File: config.mk
export PLATFORM = sky130hd
export DESIGN_NAME = uart_cfg
export DESIGN_NICKNAME = d
export VERILOG_FILES = /design/src/rtl/uart_cfg_pkg.sv /design/src/rtl/uart_cfg_fifo.sv /design/src/rtl/uart_cfg.sv
export SDC_FILE = /design/constraint.sdc
export NUM_CORES = 1
export LEC_CHECK = 0
export CORE_ASPECT_RATIO = 2
export CORE_MARGIN = 4
export CORE_UTILIZATION = 62
export CTS_BUF_LIST = sky130_fd_sc_hd__clkbuf_16
export CTS_CLUSTER_DIAMETER = 100
export CTS_CLUSTER_SIZE = 8
export DETAILED_ROUTE_END_ITERATION = 10
export PLACE_DENSITY = 0.79
export SLEW_MARGIN = 15
export SYNTH_ARGS = -nofsm -noshare
export SYNTH_HDL_FRONTEND = slang
export SYNTH_SLANG_ARGS = --single-unit
File: constraint.sdc
create_clock -name CLK -period 7.4 [get_ports CLK]
set_input_delay 2.22 -clock CLK [delete_from_list [all_inputs] [get_ports CLK]]
set_output_delay 2.22 -clock CLK [all_outputs]
set_load 0.01 [all_outputs]
File: src/rtl/uart_cfg_pkg.sv
// Shared types and constants for the configurable UART: FSM state encoding,
// error-flag bit positions and the minimum usable bit period.
package uart_cfg_pkg;

  typedef enum logic [2:0] {
    ST_IDLE,
    ST_START,
    ST_DATA,
    ST_PARITY,
    ST_STOP,
    ST_WAIT_HIGH
  } uart_state_e;

  localparam int ERR_OVR = 2;
  localparam int ERR_PAR = 1;
  localparam int ERR_FRM = 0;

  localparam int MIN_PRESC = 4;

endpackage

File: src/rtl/uart_cfg_fifo.sv
// First-word fall-through FIFO with a registered head word.
// When the FIFO drains, the head register keeps its last value.
module uart_cfg_fifo #(
  parameter int WIDTH = 8,
  parameter int AW    = 4
) (
  input  logic             clk,
  input  logic             rst_n,
  input  logic             wr_en,
  input  logic [WIDTH-1:0] wr_data,
  input  logic             rd_en,
  output logic [WIDTH-1:0] rd_data,
  output logic             full,
  output logic             empty,
  output logic [AW:0]      level
);

  localparam int DEPTH = 2 ** AW;

  logic [WIDTH-1:0] mem [DEPTH];

  logic [AW-1:0]    wr_ptr_q, wr_ptr_d;
  logic [AW-1:0]    rd_ptr_q, rd_ptr_d;
  logic [AW-1:0]    rd_ptr_nxt;
  logic [AW:0]      count_q, count_d;
  logic [WIDTH-1:0] head_q, head_d;
  logic             do_wr, do_rd;

  assign full       = (count_q == DEPTH[AW:0]);
  assign empty      = (count_q == '0);
  assign level      = count_q;
  assign rd_data    = head_q;
  assign rd_ptr_nxt = rd_ptr_q + 1'b1;

  // A write into a full FIFO only goes ahead when a read frees a slot.
  assign do_rd = rd_en && !empty;
  assign do_wr = wr_en && (!full || rd_en);

  always_comb begin
    wr_ptr_d = wr_ptr_q;
    rd_ptr_d = rd_ptr_q;
    count_d  = count_q;
    head_d   = head_q;
    if (do_wr) wr_ptr_d = wr_ptr_q + 1'b1;
    if (do_rd) rd_ptr_d = rd_ptr_nxt;
    case ({do_wr, do_rd})
      2'b10:   count_d = count_q + 1'b1;
      2'b01:   count_d = count_q - 1'b1;
      default: count_d = count_q;
    endcase
    // The head comes from the incoming word when it becomes the only entry.
    if (do_wr && (empty || (count_q == 1 && do_rd))) begin
      head_d = wr_data;
    end else if (do_rd && count_q > 1) begin
      head_d = mem[rd_ptr_nxt];
    end
  end

  always_ff @(posedge clk) begin
    if (do_wr) mem[wr_ptr_q] <= wr_data;
  end

  always_ff @(posedge clk or negedge rst_n) begin
    if (!rst_n) begin
      wr_ptr_q <= '0;
      rd_ptr_q <= '0;
      count_q  <= '0;
      head_q   <= '0;
    end else begin
      wr_ptr_q <= wr_ptr_d;
      rd_ptr_q <= rd_ptr_d;
      count_q  <= count_d;
      head_q   <= head_d;
    end
  end

endmodule

File: src/rtl/uart_cfg.sv
// UART with runtime bit period, optional parity, configurable stop bits,
// TX/RX FIFOs and sticky error flags.
module uart_cfg
  import uart_cfg_pkg::*;
#(
  parameter int DATA_BITS  = 8,
  parameter int FIFO_AW    = 4,
  parameter int PRESC_W    = 16,
  parameter int PARITY_EN  = 0,
  parameter int PARITY_ODD = 0,
  parameter int STOP_BITS  = 1
) (
  input  logic                 CLK,
  input  logic                 rst_n,
  input  logic [PRESC_W-1:0]   prescaler,
  output logic                 TX,
  input  logic                 RX,
  input  logic [DATA_BITS-1:0] data_in,
  input  logic                 wren,
  output logic [DATA_BITS-1:0] data_out,
  input  logic                 rden,
  output logic                 tx_full,
  output logic                 rx_empty,
  output logic [FIFO_AW+1:0]   tx_fill_lvl,
  output logic [FIFO_AW:0]     rx_fill_lvl,
  output logic [2:0]           err_flags,
  input  logic                 err_clr
);

  logic [PRESC_W-1:0] presc_eff;
  assign presc_eff = (prescaler < PRESC_W'(MIN_PRESC)) ? PRESC_W'(MIN_PRESC) : prescaler;

  // ---------------- TX path ----------------
  logic [DATA_BITS-1:0] tx_fifo_data;
  logic                 tx_fifo_empty;
  logic [FIFO_AW:0]     tx_level;
  logic                 tx_pop;

  uart_cfg_fifo #(.WIDTH(DATA_BITS), .AW(FIFO_AW)) u_tx_fifo (
    .clk     (CLK),
    .rst_n   (rst_n),
    .wr_en   (wren),
    .wr_data (data_in),
    .rd_en   (tx_pop),
    .rd_data (tx_fifo_data),
    .full    (tx_full),
    .empty   (tx_fifo_empty),
    .level   (tx_level)
  );

  uart_state_e          tx_state_q;
  logic                 tx_q;
  logic [PRESC_W-1:0]   tx_p_q;
  logic [PRESC_W-1:0]   tx_cnt_q;
  logic [DATA_BITS-1:0] tx_sh_q;
  logic [3:0]           tx_bit_q;
  logic                 tx_par_q;
  logic                 tx_bit_end;
  logic                 tx_last_stop;

  assign tx_bit_end   = (tx_cnt_q == tx_p_q - 1'b1);
  assign tx_last_stop = (tx_state_q == ST_STOP) && tx_bit_end && (tx_bit_q == 4'(STOP_BITS - 1));
  // Popping on the final stop cycle lets the next start bit follow with no gap.
  assign tx_pop       = !tx_fifo_empty && ((tx_state_q == ST_IDLE) || tx_last_stop);

  always_ff @(posedge CLK or negedge rst_n) begin
    if (!rst_n) begin
      tx_state_q <= ST_IDLE;
      tx_q       <= 1'b1;
      tx_p_q     <= PRESC_W'(MIN_PRESC);
      tx_cnt_q   <= '0;
      tx_sh_q    <= '0;
      tx_bit_q   <= '0;
      tx_par_q   <= 1'b0;
    end else if (tx_pop) begin
      tx_state_q <= ST_START;
      tx_q       <= 1'b0;
      tx_p_q     <= presc_eff;
      tx_cnt_q   <= '0;
      tx_sh_q    <= tx_fifo_data;
      tx_bit_q   <= '0;
      tx_par_q   <= (^tx_fifo_data) ^ (PARITY_ODD != 0);
    end else begin
      case (tx_state_q)
        ST_IDLE: tx_q <= 1'b1;
        ST_START: begin
          if (tx_bit_end) begin
            tx_cnt_q   <= '0;
            tx_state_q <= ST_DATA;
            tx_bit_q   <= '0;
            tx_q       <= tx_sh_q[0];
            tx_sh_q    <= tx_sh_q >> 1;
          end else begin
            tx_cnt_q <= tx_cnt_q + 1'b1;
          end
        end
        ST_DATA: begin
          if (tx_bit_end) begin
            tx_cnt_q <= '0;
            if (tx_bit_q == 4'(DATA_BITS - 1)) begin
              tx_bit_q <= '0;
              if (PARITY_EN != 0) begin
                tx_state_q <= ST_PARITY;
                tx_q       <= tx_par_q;
              end else begin
                tx_state_q <= ST_STOP;
                tx_q       <= 1'b1;
              end
            end else begin
              tx_bit_q <= tx_bit_q + 1'b1;
              tx_q     <= tx_sh_q[0];
              tx_sh_q  <= tx_sh_q >> 1;
            end
          end else begin
            tx_cnt_q <= tx_cnt_q + 1'b1;
          end
        end
        ST_PARITY: begin
          if (tx_bit_end) begin
            tx_cnt_q   <= '0;
            tx_state_q <= ST_STOP;
            tx_q       <= 1'b1;
            tx_bit_q   <= '0;
          end else begin
            tx_cnt_q <= tx_cnt_q + 1'b1;
          end
        end
        ST_STOP: begin
          if (tx_bit_end) begin
            tx_cnt_q <= '0;
            if (tx_bit_q == 4'(STOP_BITS - 1)) tx_state_q <= ST_IDLE;
            else                               tx_bit_q   <= tx_bit_q + 1'b1;
          end else begin
            tx_cnt_q <= tx_cnt_q + 1'b1;
          end
        end
        default: begin
          tx_state_q <= ST_IDLE;
          tx_q       <= 1'b1;
        end
      endcase
    end
  end

  assign TX          = tx_q;
  assign tx_fill_lvl = {1'b0, tx_level} + (FIFO_AW + 2)'(tx_state_q != ST_IDLE);

  // ---------------- RX path ----------------
  logic rx_s1_q, rx_s2_q, rx_prev_q;

  always_ff @(posedge CLK or negedge rst_n) begin
    if (!rst_n) begin
      rx_s1_q   <= 1'b1;
      rx_s2_q   <= 1'b1;
      rx_prev_q <= 1'b1;
    end else begin
      rx_s1_q   <= RX;
      rx_s2_q   <= rx_s1_q;
      rx_prev_q <= rx_s2_q;
    end
  end

  uart_state_e          rx_state_q;
  logic [PRESC_W-1:0]   rx_p_q;
  logic [PRESC_W-1:0]   rx_cnt_q;
  logic [DATA_BITS-1:0] rx_sh_q;
  logic [3:0]           rx_bit_q;
  logic                 rx_par_q;
  logic [PRESC_W-1:0]   rx_half;
  logic                 rx_fall;
  logic                 rx_sample;
  logic                 rx_stop_smp;
  logic                 rx_par_ok;
  logic                 rx_push;
  logic                 rx_full;
  logic [2:0]           err_q, err_d, err_new;

  assign rx_half   = {1'b0, rx_p_q[PRESC_W-1:1]};
  assign rx_fall   = rx_prev_q && !rx_s2_q;
  assign rx_sample = (rx_state_q == ST_START) ? (rx_cnt_q == rx_half - 1'b1)
                                              : (rx_cnt_q == rx_p_q - 1'b1);
  assign rx_stop_smp = (rx_state_q == ST_STOP) && rx_sample;
  assign rx_par_ok   = (PARITY_EN == 0) || (rx_par_q == ((^rx_sh_q) ^ (PARITY_ODD != 0)));
  assign rx_push     = rx_stop_smp && rx_s2_q && rx_par_ok;

  always_ff @(posedge CLK or negedge rst_n) begin
    if (!rst_n) begin
      rx_state_q <= ST_IDLE;
      rx_p_q     <= PRESC_W'(MIN_PRESC);
      rx_cnt_q   <= '0;
      rx_sh_q    <= '0;
      rx_bit_q   <= '0;
      rx_par_q   <= 1'b0;
    end else begin
      case (rx_state_q)
        ST_IDLE: begin
          if (rx_fall) begin
            rx_state_q <= ST_START;
            rx_p_q     <= presc_eff;
            rx_cnt_q   <= '0;
          end
        end
        ST_START: begin
          if (rx_sample) begin
            rx_cnt_q   <= '0;
            rx_bit_q   <= '0;
            rx_state_q <= rx_s2_q ? ST_IDLE : ST_DATA;
          end else begin
            rx_cnt_q <= rx_cnt_q + 1'b1;
          end
        end
        ST_DATA: begin
          if (rx_sample) begin
            rx_cnt_q <= '0;
            rx_sh_q  <= {rx_s2_q, rx_sh_q[DATA_BITS-1:1]};
            if (rx_bit_q == 4'(DATA_BITS - 1)) begin
              rx_state_q <= (PARITY_EN != 0) ? ST_PARITY : ST_STOP;
            end else begin
              rx_bit_q <= rx_bit_q + 1'b1;
            end
          end else begin
            rx_cnt_q <= rx_cnt_q + 1'b1;
          end
        end
        ST_PARITY: begin
          if (rx_sample) begin
            rx_cnt_q   <= '0;
            rx_par_q   <= rx_s2_q;
            rx_state_q <= ST_STOP;
          end else begin
            rx_cnt_q <= rx_cnt_q + 1'b1;
          end
        end
        ST_STOP: begin
          if (rx_sample) begin
            rx_cnt_q   <= '0;
            rx_state_q <= rx_s2_q ? ST_IDLE : ST_WAIT_HIGH;
          end else begin
            rx_cnt_q <= rx_cnt_q + 1'b1;
          end
        end
        // A low stop bit may be a break; stay off the line until it rises.
        ST_WAIT_HIGH: if (rx_s2_q) rx_state_q <= ST_IDLE;
        default: rx_state_q <= ST_IDLE;
      endcase
    end
  end

  uart_cfg_fifo #(.WIDTH(DATA_BITS), .AW(FIFO_AW)) u_rx_fifo (
    .clk     (CLK),
    .rst_n   (rst_n),
    .wr_en   (rx_push),
    .wr_data (rx_sh_q),
    .rd_en   (rden),
    .rd_data (data_out),
    .full    (rx_full),
    .empty   (rx_empty),
    .level   (rx_fill_lvl)
  );

  always_comb begin
    err_new          = '0;
    err_new[ERR_FRM] = rx_stop_smp && !rx_s2_q;
    err_new[ERR_PAR] = rx_stop_smp && rx_s2_q && !rx_par_ok;
    err_new[ERR_OVR] = rx_push && rx_full && !rden;
    err_d            = (err_clr ? 3'b000 : err_q) | err_new;
  end

  always_ff @(posedge CLK or negedge rst_n) begin
    if (!rst_n) err_q <= '0;
    else        err_q <= err_d;
  end

  assign err_flags = err_q;

endmodule

==> impl_metrics.tcl <==
set metrics [dict create \
    postSynthAreaPerCell_sq_um 13.89 \
    hold_start "rx_s1_q$_DFF_PN1_" \
    first_pass_iters 7 \
    synth-edff-count 256 \
    wl_per_cell_um 24.05 \
    ys_ff_latch 398 \
    cts_tree "done" \
    peakVddDrop_mv 0.3138 \
    critPathCaptureType "register" \
    critPathKind "reg2reg" \
    critPathMaxFanout 27 \
    die-area_sq_um 33340 \
    fin_crit_sh_pct 76.27 \
    hold_violations 0 \
    place.gp.congestion 0.9140 \
    portBuffers 53 \
    critPathMaxStageDelay_ns 0.71 \
    crit_start "rx_state_q[2]$_DFFE_PN0P_" \
    grt_max_degree 80 \
    grt_pass1_wl_um 68790 \
    num_rows 90 \
    fill_cells 1942 \
    hold_path_class "reg2reg" \
    cts-resized-gates 0 \
    initial_core_util_pct 62.53 \
    tns_ns 0 \
    powerDensity_nw_per_um2 388.0 \
    synth-compound-area-share_pct 6.223 \
    grt_overflow 0 \
    setup_viol 0 \
    postCtsSetupBuffers 0 \
    layout-drive-gt1-share_pct 16.38 \
    numCtsBuffers 55 \
    slew_violations 0 \
    root_buffer "clkbuf_16" \
    crit_chain "nor3b_2, buf_4, mux2i_1, ha_1, nand2b_1, and3_1, o211a_1, nor4_1, nand4_1, or4_4, nor3_4, and3_1, inv_1, ha_1, nand4b_1, a21oi_1, xor2_1" \
    route.antenna.remaining_nets 0 \
    vias 11530 \
    num_antenna_cells 0 \
    die_x_um 131.1 \
    relSlewSlack_pct 29.71 \
    synthesis.area_sq_um 18800 \
    ios 55 \
    yosys.area_share.simple_pct 11.98 \
    tightest_slew_ns 1.050 \
    cts.sinks 398 \
    slowest_stage "and3_1" \
    path_clk_slew_ns 0.06 \
    postSynth.asyncResetShare_pct 35.68 \
    startpoint_type "register" \
    ys_types 83 \
    synth_top_area_share_pct 40.89 \
    final_cells 1815 \
    finalHoldWorstSlack_ns 0.3541 \
    hold_buffers 0 \
    cp.buffers_inverters 2 \
    synthFlopType "edfxtp_1" \
    syn-instance-count 1354 \
    crit_required_ns 7.90 \
    grt_use_total_pct 26.69 \
    synth_adder_area_share_pct 1.797 \
    cts_max_path_buffers 3 \
    maxCapViolCount 0 \
    core_area_sq_um 30070 \
    final.setup_skew_ns 0.01589 \
    muxShareOfSynthArea_pct 14.40 \
    yosysTopAreaCell "edfxtp_1" \
    postSynthNetCount 1411 \
    fmax_mhz 177.2 \
    drtIter0Drc 661 \
    period_minus_slack_ns 5.644 \
    critical_path.top_delay_family "simple AND/OR/NAND/NOR gates" \
    worst_ep_arrival_time_ns 6.15 \
    dp_hpwl_um 31120 \
    ys_warn_count 0 \
    drcViolationCount 0 \
    synth_top_family_by_area "multiplexers" \
    synthTopCellsByCount "edfxtp_1, dfrtp_1, nand2_1, mux4_2, o21ai_0" \
    drt-total-wl_um 43660 \
    dp.cells 1713 \
    ys_seq_area_share_pct 59.83 \
    clk_latency_ns 0.59 \
    fin_nets 1459 \
    htree_levels 2 \
    netlist_top_cells_area "edfxtp_1, dfrtp_1, mux4_2" \
    antenna_found_initial 1 \
    synth-xor-area-share_pct 3.474 \
    grt_pass1_vias 12340 \
    status "complete, no violations" \
    rsz0062_at_grt "false" \
    die-height_um 254.3 \
    yosysMostFrequentCell "edfxtp_1" \
    via_per_inst 6.355 \
    rr_startpoint "rx_state_q[2]$_DFFE_PN0P_" \
    r2r_slack_ns 1.76 \
    syn_to_final_growth_pct 12.49 \
    p_leak_nw 8.174 \
    fin_util_pct 70.34 \
]
==> stage by stage <==
| step | power [mW] | area (sq um) | setup WS (ns) |
|---|---|---|---|
| after floorplan | 5.223 | 18800 | 2.280 |
| after global placement | 5.873 | 19560 | 2.085 |
| after detailed placement | 5.977 | 19560 | 1.855 |
| after CTS | 8.254 | 21150 | 1.859 |
| after global routing | 8.662 | 21150 | 1.371 |
| final | 8.206 | 21150 | 1.756 |
==> routing by layer <==
layer	global-route usage, %	up-vias	wire [um]
li1	-	5255	-
met1	25.25	5825	13860
met2	54.22	319	25580
met3	3.889	135	1630
met4	14.45	0	2589
met5	0	-	0
==> where the power goes <==
part	leakage, nW	total, mW	internal (mW)	switching [mW]
clock	0.932	2.26	1.33	0.928
sequential	4.18	3.11	2.70	0.415
combinational	3.06	2.83	1.39	1.44
==> worst register-to-register path, cell delays in order (launching register included) <==
cell	delay [ns]
dfrtp_1	0.55
nor3b_2	0.24
buf_4	0.32
mux2i_1	0.33
ha_1	0.23
nand2b_1	0.21
and3_1	0.26
o211a_1	0.22
nor4_1	0.34
nand4_1	0.20
or4_4	0.62
nor3_4	0.39
and3_1	0.72
inv_1	0.11
ha_1	0.30
nand4b_1	0.20
a21oi_1	0.16
xor2_1	0.16
==> flip-flops by register name, indices dropped and copies added (netlist names), 4 cells and up <==
register            count
u_rx_fifo.rd_ptr_q      4
u_tx_fifo.wr_ptr_q      4
tx_sh_q                 8
tx_bit_q                4
u_rx_fifo.rd_data       8
rx_p_q                 16
u_tx_fifo.rd_data       8
u_rx_fifo.wr_ptr_q      4
rx_sh_q                 8
tx_cnt_q               16
rx_bit_q                4
u_rx_fifo.mem         128
u_tx_fifo.mem         128
u_tx_fifo.rd_ptr_q      4
rx_cnt_q               16
u_rx_fifo.level         5
tx_p_q                 16
u_tx_fifo.level         5
==> layout make-up <==
type                    instances  area (sq um)  share of cell area (%)
clock buffers                  55          1376                   6.508
clock inverters                47         214.0                   1.012
inverters                      24         90.09                  0.4260
multi-input cells             857          7128                   33.70
flip-flops and latches        398         11250                   53.20
well taps                     368         460.4                   2.177
repair buffers                 66         629.4                   2.976
==> cells by family after synthesis <==
| group | count (synthesis) |
|---|---|
| and+or+nand+nor | 413 |
| DFF | 398 |
| AOI/OAI and AO/OA | 180 |
| muxes | 163 |
| buffers and inverters | 99 |
| xor gates and xnor gates | 73 |
| adders and majority gates | 27 |
| other | 1 |
==> cells in the final DEF, fill, tap and decap left out, drive strengths merged, types with 14 or more instances in the layout <==
| cell type | n |
|---|---|
| edfxtp | 256 |
| dfrtp | 136 |
| nand2 | 116 |
| mux4 | 80 |
| o21ai | 72 |
| inv | 70 |
| nor2 | 60 |
| mux2 | 59 |
| clkbuf | 55 |
| clkdlybuf4s50 | 52 |
| xnor2 | 39 |
| nand3 | 38 |
| and3 | 35 |
| xor2 | 33 |
| nor3 | 30 |
| a21oi | 28 |
| ha | 27 |
| mux2i | 24 |
| a21o | 14 |
| and2 | 14 |
| nor4 | 14 |
| buf | 14 |
==> path summary, 6_finish.rpt <==
| check | end | depth (start not counted) |
|---|---|---|
| max | u_rx_fifo.level[4]$_DFFE_PN0P_ | 17 |
| min | rx_s2_q$_DFF_PN1_ | 0 |
| max reg2reg | u_rx_fifo.level[4]$_DFFE_PN0P_ | 17 |
| min reg2reg | rx_s2_q$_DFF_PN1_ | 0 |
| max in group asynchronous | rx_p_q[6]$_DFFE_PN0P_ | 2 |
| min in group asynchronous | u_rx_fifo.rd_data[5]$_DFFE_PN0P_ | 1 |
No activity file was read; power rests on OpenSTA's default activity.
